### src/rtl/reg_dump_streamer.sv
// reg_dump_streamer: shadows register-file writes and streams atomic snapshots over valid/ready.
// Define REG_DUMP_DIRTY_EN to send only beats holding registers written since the previous dump.
module reg_dump_streamer #(
  parameter int DATA_W        = 32,
  parameter int NUM_REGS      = 32,
  parameter int ADDR_W        = 5,
  parameter int REGS_PER_BEAT = 2,
  parameter int INTERVAL      = 5,
  parameter int CNT_W         = 16
) (
  input  logic                            clk,
  input  logic                            reset,
  input  logic                            wr_en,
  input  logic [ADDR_W-1:0]               wr_addr,
  input  logic [DATA_W-1:0]               wr_data,
  input  logic                            trigger,
  output logic                            dump_valid,
  input  logic                            dump_ready,
  output logic [ADDR_W-1:0]               dump_idx,
  output logic [REGS_PER_BEAT*DATA_W-1:0] dump_data,
  output logic                            dump_last,
  output logic                            busy,
  output logic [CNT_W-1:0]                dropped
);
  localparam int NB = NUM_REGS / REGS_PER_BEAT;
  localparam int PW = NB > 1 ? $clog2(NB) : 1;
  localparam int CW = INTERVAL > 1 ? $clog2(INTERVAL) : 1;
  typedef enum logic {IDLE, SEND} state_t;
  state_t            state_q;
  logic [DATA_W-1:0] shadow_q [NUM_REGS];
  logic [DATA_W-1:0] shadow_d [NUM_REGS];
  logic [DATA_W-1:0] snap_q [NUM_REGS];
  logic [PW-1:0]     ptr_q, first_p, next_p;
  logic [CW-1:0]     cnt_q;
  logic [CNT_W-1:0]  dropped_q;
  logic              valid_q, wr_ok, expire, req, first_v, next_v;
  logic [NB-1:0]     start_mask, mask;
  assign wr_ok  = wr_en && wr_addr != '0 && int'(wr_addr) < NUM_REGS;
  assign expire = INTERVAL != 0 && cnt_q == CW'(INTERVAL - 1);
  assign req    = trigger || expire;
`ifdef REG_DUMP_DIRTY_EN
  logic [NUM_REGS-1:0] dirty_q;
  logic [NB-1:0]       mask_q;
  logic                start;
  assign start = state_q == IDLE && req;
  assign mask  = mask_q;
  always_comb begin
    start_mask = '0;
    for (int b = 0; b < NB; b++)
      for (int r = 0; r < REGS_PER_BEAT; r++)
        start_mask[b] = start_mask[b] | dirty_q[b*REGS_PER_BEAT + r];
  end
  // a write coinciding with dump start is not in this dump's dirty set, so it survives the clear
  always_ff @(posedge clk or posedge reset)
    if (reset) begin
      dirty_q <= '0;
      mask_q  <= '0;
    end else begin
      if (start) mask_q <= start_mask;
      for (int i = 0; i < NUM_REGS; i++)
        dirty_q[i] <= (dirty_q[i] && !start) || (wr_ok && int'(wr_addr) == i);
    end
`else
  assign start_mask = '1;
  assign mask       = '1;
`endif
  always_comb
    for (int i = 0; i < NUM_REGS; i++)
      shadow_d[i] = (wr_ok && int'(wr_addr) == i) ? wr_data : shadow_q[i];
  always_comb begin
    first_v = 1'b0;
    first_p = '0;
    next_v  = 1'b0;
    next_p  = '0;
    for (int b = NB - 1; b >= 0; b--) begin
      if (start_mask[b]) begin
        first_v = 1'b1;
        first_p = PW'(b);
      end
      if (mask[b] && b > int'(ptr_q)) begin
        next_v = 1'b1;
        next_p = PW'(b);
      end
    end
  end
  always_comb begin
    dump_data = '0;
    if (valid_q)
      for (int r = 0; r < REGS_PER_BEAT; r++)
        dump_data[r*DATA_W +: DATA_W] = snap_q[int'(ptr_q)*REGS_PER_BEAT + r];
  end
  assign dump_valid = valid_q;
  assign dump_idx   = valid_q ? ADDR_W'(int'(ptr_q) * REGS_PER_BEAT) : '0;
  assign dump_last  = valid_q && !next_v;
  assign busy       = state_q == SEND;
  assign dropped    = dropped_q;
  always_ff @(posedge clk or posedge reset)
    if (reset) begin
      state_q   <= IDLE;
      valid_q   <= 1'b0;
      ptr_q     <= '0;
      cnt_q     <= '0;
      dropped_q <= '0;
      for (int i = 0; i < NUM_REGS; i++) begin
        shadow_q[i] <= '0;
        snap_q[i]   <= '0;
      end
    end else begin
      cnt_q <= (expire || INTERVAL == 0) ? '0 : cnt_q + 1'b1;
      if (wr_ok) shadow_q[wr_addr] <= wr_data;
      if (state_q == SEND && req && dropped_q != '1) dropped_q <= dropped_q + 1'b1;
      case (state_q)
        IDLE: if (req) begin
          state_q <= SEND;
          snap_q  <= shadow_d;
          ptr_q   <= first_p;
          valid_q <= first_v;
        end
        SEND: if (!valid_q || (dump_ready && !next_v)) begin
          state_q <= IDLE;
          valid_q <= 1'b0;
        end else if (dump_ready) ptr_q <= next_p;
        default: state_q <= IDLE;
      endcase
    end
endmodule

### config.mk
export PLATFORM = sky130hd
export DESIGN_NAME = reg_dump_streamer
export DESIGN_NICKNAME = d
export VERILOG_FILES = /design/src/rtl/reg_dump_streamer.sv
export SDC_FILE = /design/constraint.sdc
export NUM_CORES = 2
export LEC_CHECK = 0
export ABC_AREA = 1
export CORE_ASPECT_RATIO = 2
export CORE_MARGIN = 10
export CORE_UTILIZATION = 38
export DETAILED_ROUTE_END_ITERATION = 10
export DONT_BUFFER_PORTS = 1
export PLACE_DENSITY = 0.6
export SYNTH_ARGS = -nofsm -noshare
export SYNTH_HDL_FRONTEND = slang
export SYNTH_SLANG_ARGS = --single-unit
export TNS_END_PERCENT = 100
### constraint.sdc
create_clock -name clk -period 116.6 [get_ports clk]
set_input_delay 23.32 -clock clk [delete_from_list [all_inputs] [get_ports clk]]
set_output_delay 23.32 -clock clk [all_outputs]
set_load 0.01 [all_outputs]
* Yosys cells after proc, flatten, opt, wreduce, memory -nomap -nowiden
Index checks and enable logic that the tools add are counted.
Storage, ports and cells: register bits 2073, bits of input ports 42, output and inout bits 88, logic and storage cells 263
Cells by class: add/sub/neg operators 3, $lt $le $gt $ge 19, equal/unequal tests 37, mux-type cells 84, bitwise logic cells 4, reduce and logical (&&, ||, !) cells 47
Operator list (number):
- $mux W32 | 37
- $bwmux W1024 | 1
- $bmux W32 S5 | 2
- $demux W32 S5 | 1
- $eq A5 B5 Y1 const B | 16
- $mux W4 | 18
- $ge A32 B6 Y1 const B | 2
- $mux W64 | 1
- $eq A5 B4 Y1 const B | 8
- $logic_and A1 B1 Y1 | 38
- $gt A4 B4 Y1 const A | 8
- $not A5 Y32 | 1
- $not A6 Y32 | 1
- $eq A5 B3 Y1 const B | 4
- $mux W1 | 19
- $add A16 B1 Y16 const B | 1
- $gt A3 B4 Y1 const A | 4
- $ne A16 B16 Y1 const B | 1
- $eq A5 B2 Y1 const B | 2
- $gt A2 B4 Y1 const A | 2
- $pmux W4 S2 | 1
- $add A5 B1 Y6 const B | 1
- $ge A6 B6 Y1 const B | 1
- $lt A6 B1 Y1 const B | 1
- 17 further kinds | 23

* Logic depth before layout (Yosys ltp)
depth in word-level cells 21, mapped depth 12, mapped depth without buffers 9

* Least setup slack after synthesis
No wires, ideal clock.
path kind reg-to-output, start register ptr_q[0], end output dump_data[57], arrival time 1629 ps, data required time 93280 ps, path slack 91651 ps, stages on the path, launching flop included 13, path buffers 3, path through dfrtp_1 buf_2 inv_1 clkbuf_1 clkbuf_1 nand2_1 nand2_1 nand2_1 nand2_1 nand2_1 nand2_1 nor2_1 nor2_1
Between the ends: cells in the longest elaborated chain, start to end 6
Ends and longest elaborated chain:
- from (decl) | RTL line 33 | logic [PW-1:0] ptr_q, first_p, next_p;
- from (signal assigned) | RTL line 116 | ptr_q <= first_p;
- from (signal assigned) | RTL line 122 | end else if (dump_ready) ptr_q <= next_p;
- $add A5 B1 Y6 | RTL line 90 | dump_data[r*DATA_W +: DATA_W] = snap_q[int'(ptr_q)*REGS_PER_BEAT + r];
- $not A6 Y32 (not written as such) | RTL line 90
- $bmux W32 S5 | RTL line 90
- $mux W32 (not written as such) (2 in series) | RTL line 90
- $mux W64 | RTL line 88 | if (valid_q)
- to (decl) | RTL line 20 | output logic [REGS_PER_BEAT*DATA_W-1:0] dump_data,
Every way passes these cells. The select of a mux whose other input is x is not followed.

==> impl_results.md <==
- Top FF cell, synth: sky130_fd_sc_hd__dfrtp_1
- Final clock period utilization by the worst path: 25.6%
- Clock tree from TritonCTS: yes
- Vias: 74.1k
- Total gr overflow: 0
- Power per standard cell area: 25.8 nW/um2
- Top library cells by usage in the layout, fill and taps aside: sky130_fd_sc_hd__nand2_1 (5051), sky130_fd_sc_hd__dfrtp_1 (2071), sky130_fd_sc_hd__o21ai_0 (1147), sky130_fd_sc_hd__inv_1 (985), sky130_fd_sc_hd__nand3_1 (788)
- Number of nets in the synthesized netlist: 11.6k
- Layout Area Growth over Synthesis: 9.19%
- Final setup violating endpoints: 0
- Number of global-route vias before repair: 74.3k
- Resized cells post-CTS: 0
- Cell Count, Final, Fillers Out: 14.4k
- Internal Pwr Total: 1530 uW
- Arrival time of data at the critical path endpoint: 30.67 ns
- Setup Total Neg Slack: 0 ns
- Count of buffers added by post-CTS timing repair for setup: 0
- Portion of the post-synthesis area used by sequential elements: between 50% and 60%
- Comb pwr share: between 30% and 40%
- Switching fraction of total power: approximately two fifths
- Leakage dissipation: around 0.051 uW
- Number of hold violations in the final report: 0
- Cell area reported after detailed placement: 93300 um2
- Multiplexer share of the synthesized area: 0%
- Worst IR Drop VDD: ~26 uV
- Crit end category: asynchronous set/reset pin
- Share of Yosys cell area claimed by the top area cell type: 57.0%
- Netlist area before placement: 91000 um2
- RSZ-0062 raised after global routing: no
- Compound-gate portion of the synthesized area: between 7 and 8%
- Die height: 712 um
- Post-detailed-routing wire length: 306000 um
- Post-synthesis average cell area: between 7 and 8 um2
- Number of violations reported at the end of detailed-routing iteration 0: 6881
- Layout Skew: 0.0412 ns
- Fraction of registers with async set or reset after synthesis: 100%
- Area occupied by multi-input gates: 32500 um2
- Filler cells: 24.0k
- Cells after DPL: 14.1k
- Routability cong.: approximately 0.83
- Post-CTS Hold Fix Bufs: 0
- I/O pins: between 100 and 150
- Port Buffers: 0
- Average via count per standard cell: roughly 5.1
- Rows: 254
- Number of storage elements in the synthesis netlist: 2073
- Largest family of logic cells by synthesized area: simple AND/OR/NAND/NOR gates
- Max Cap Viol: 0
- Global-route wire length before repair: between 400000 and 500000 um
- Largest net degree at the start of global routing: 183
- Sequential share of power: between 40% and 50%
- Initial DRT Pass Iterations: 8
- Type of the worst setup path: in2async
- Critical path startpoint category: input pin
- Cell area after layout: approximately 99000 um2
- Type of the most critical hold path: reg2reg
- Achievable frequency: 33.5 MHz
- Leading area contributor after synthesis: sky130_fd_sc_hd__dfrtp_1
- Area share of and/or/nand/nor cells after synthesis: between 20 and 30%
- Starting density of the core: between 30% and 40%
- Die area: 261000 um2
- Commonest non-fill, non-tap cell in the layout: sky130_fd_sc_hd__nand2_1
- Required arrival time at the worst endpoint: between 100 and 150 ns
- Yosys warning total: 0
- CTS H-Tree Depth: 4
- Clock latency at the later pin of the worst-skew pair: 0.84 ns
- HPWL after detailed placement: roughly 180000 um
- Global-route total usage across every layer: between 20% and 30%
- Clock power frac: 24.5%
- Number of antenna violations at the first check in global routing: 15
- Sinks on Clock Net: a little over 2k
- Number of library cell types mapped by synthesis: 32
- Number of CTS-inserted buffers: 185
- DRC violation count after routing: 0
- Slew of the pin with the lowest slew margin: 1.30 ns
- Core Area: 239000 um2
- Post-DRT Antenna Nets: 0
- Xor-xnor portion of the synthesized cell area: less than 1%
- Main area contributors after synthesis: sky130_fd_sc_hd__dfrtp_1 (57%), sky130_fd_sc_hd__nand2_1 (21%), sky130_fd_sc_hd__o21ai_0 (6.3%)
- Number of enable flip-flop cells after synthesis: 0
- Worst Path Max Fanout: 171
- Result of the run: finished clean
- Clock Root Buffer: sky130_fd_sc_hd__clkbuf_16
- Count of pins over their slew limit: 0
- Wire length per cell: 21.2 um
- Floorplan die width: 366 um
- Sequential cell area: 51900 um2
- Max-slew headroom: 12.9%
- Synthesized-area fraction occupied by adder cells: 0.0413%
- Net switching power figure: 1030 uW
- Post-layout nets: roughly 11k
- Post-CTS clock slew at the launch and capture registers of the worst setup and hold paths: approximately 0.070 ns
- Clock period minus final worst setup slack: 29.84 ns
- Syn Inst Count: between 10k and 15k
- Maximum clock path buffer count: 4
- Share of final-layout standard cells stronger than drive strength 1: 4.17%
path summary, 6_finish.rpt:
path / slack, ns / endpoint / cells past startpoint / startpoint
worst min-delay path: 0.38 / shadow_q[994] / 0 / shadow_q[994]
worst max-delay path: 86.76 / shadow_q[209] / 9 / reset
worst max register to register: 110.51 / snap_q[1001] / 7 / busy
min in group asynchronous: 22.45 / snap_q[936] / 1 / reset
worst min register to register: 0.38 / shadow_q[994] / 0 / shadow_q[994]
max in group clk: 87.77 / dump_data[44] / 11 / ptr_q[0]
worst max-delay path, cell delays in order:
cell and delay (ns):
sky130_fd_sc_hd__inv_8 0.47, sky130_fd_sc_hd__buf_4 0.71, sky130_fd_sc_hd__buf_4 0.79, sky130_fd_sc_hd__buf_12 0.75, sky130_fd_sc_hd__buf_4 0.82, sky130_fd_sc_hd__buf_12 0.63
sky130_fd_sc_hd__buf_4 0.86, sky130_fd_sc_hd__buf_4 0.85, sky130_fd_sc_hd__buf_4 0.91
layer usage:
layer	global-route usage [%]	part of all wire [%]	vias up	wire length, um
met5	0	0.021	-	65
met2	39.5	48	2425	148000
met1	26.7	38	36500	117000
met3	3.64	6.3	658	19400
met4	13.8	7.0	10	21300
li1	-	-	34400	-
power by group through the flow:
stage | combinational, uW | clock (uW) | sequential (uW)
2_1_floorplan | 603 | 0 | 1030
3_3_place_gp | 887 | 0 | 1030
3_5_place_dp | 902 | 0 | 1040
4_1_cts | 907 | 638 | 1030
5_1_grt | 1010 | 664 | 1050
6_report | 904 | 628 | 1030
cell type report:
class	count	share of cell area [%]
clock inverter	40	0.515
timing repair buffer	133	1.11
inverter	1010	3.86
sequential	2073	52.2
antenna	7	0.0176
multi-input combinational	7669	32.7
clock buffer	284	5.54
tap	3200	4.03
sequential cells by signal, indices dropped and copies added, names as in the netlist:
register / cells
busy: 1
snap_q: 1024
cnt_q: 3
dump_valid: 1
ptr_q: 4
shadow_q: 1024
dropped: 16
cell families (layout without fill, tap and decap cells):
kind of cell,after synthesis,after routing
other,1,8
xor gates and xnor gates,11,11
buffers and inverters,1772,1467
adders and majority gates,3,3
and+or+nand+nor,6349,6349
DFF,2073,2073
AOI/OAI and AO/OA,1305,1305
Yosys cell counts (2+ instances only):
cell type                  number
sky130_fd_sc_hd__a21oi_1        4
sky130_fd_sc_hd__a31oi_1       55
sky130_fd_sc_hd__and2_1       256
sky130_fd_sc_hd__buf_1         95
sky130_fd_sc_hd__buf_2         98
sky130_fd_sc_hd__buf_4          3
sky130_fd_sc_hd__clkbuf_1     560
sky130_fd_sc_hd__clkbuf_2       6
sky130_fd_sc_hd__clkinv_1       2
sky130_fd_sc_hd__dfrtp_1     2073
sky130_fd_sc_hd__ha_1           3
sky130_fd_sc_hd__inv_1       1002
sky130_fd_sc_hd__inv_2          6
sky130_fd_sc_hd__nand2_1     5065
sky130_fd_sc_hd__nand3_1      794
sky130_fd_sc_hd__nand3_2        3
sky130_fd_sc_hd__nand4_1        5
sky130_fd_sc_hd__nor2_1       214
sky130_fd_sc_hd__nor2_2         3
sky130_fd_sc_hd__nor3_1         2
sky130_fd_sc_hd__nor3_2         5
sky130_fd_sc_hd__o21ai_0     1147
sky130_fd_sc_hd__o21ai_1       95
sky130_fd_sc_hd__xnor2_1        9
sky130_fd_sc_hd__xor2_1         2
through the flow:
stage	total power, uW	worst slack [ns]	utilization [%]	hold WS (ns)
after floorplan	1640	34.72	-	0.427
after global placement	1920	85.75	39.1	0.365
after detailed placement	1950	85.52	39.1	0.366
after CTS	2580	86.45	41.6	0.379
after global routing	2730	85.62	41.6	0.388
final	2570	86.76	41.6	0.376
(Power assumes the default switching activity.)
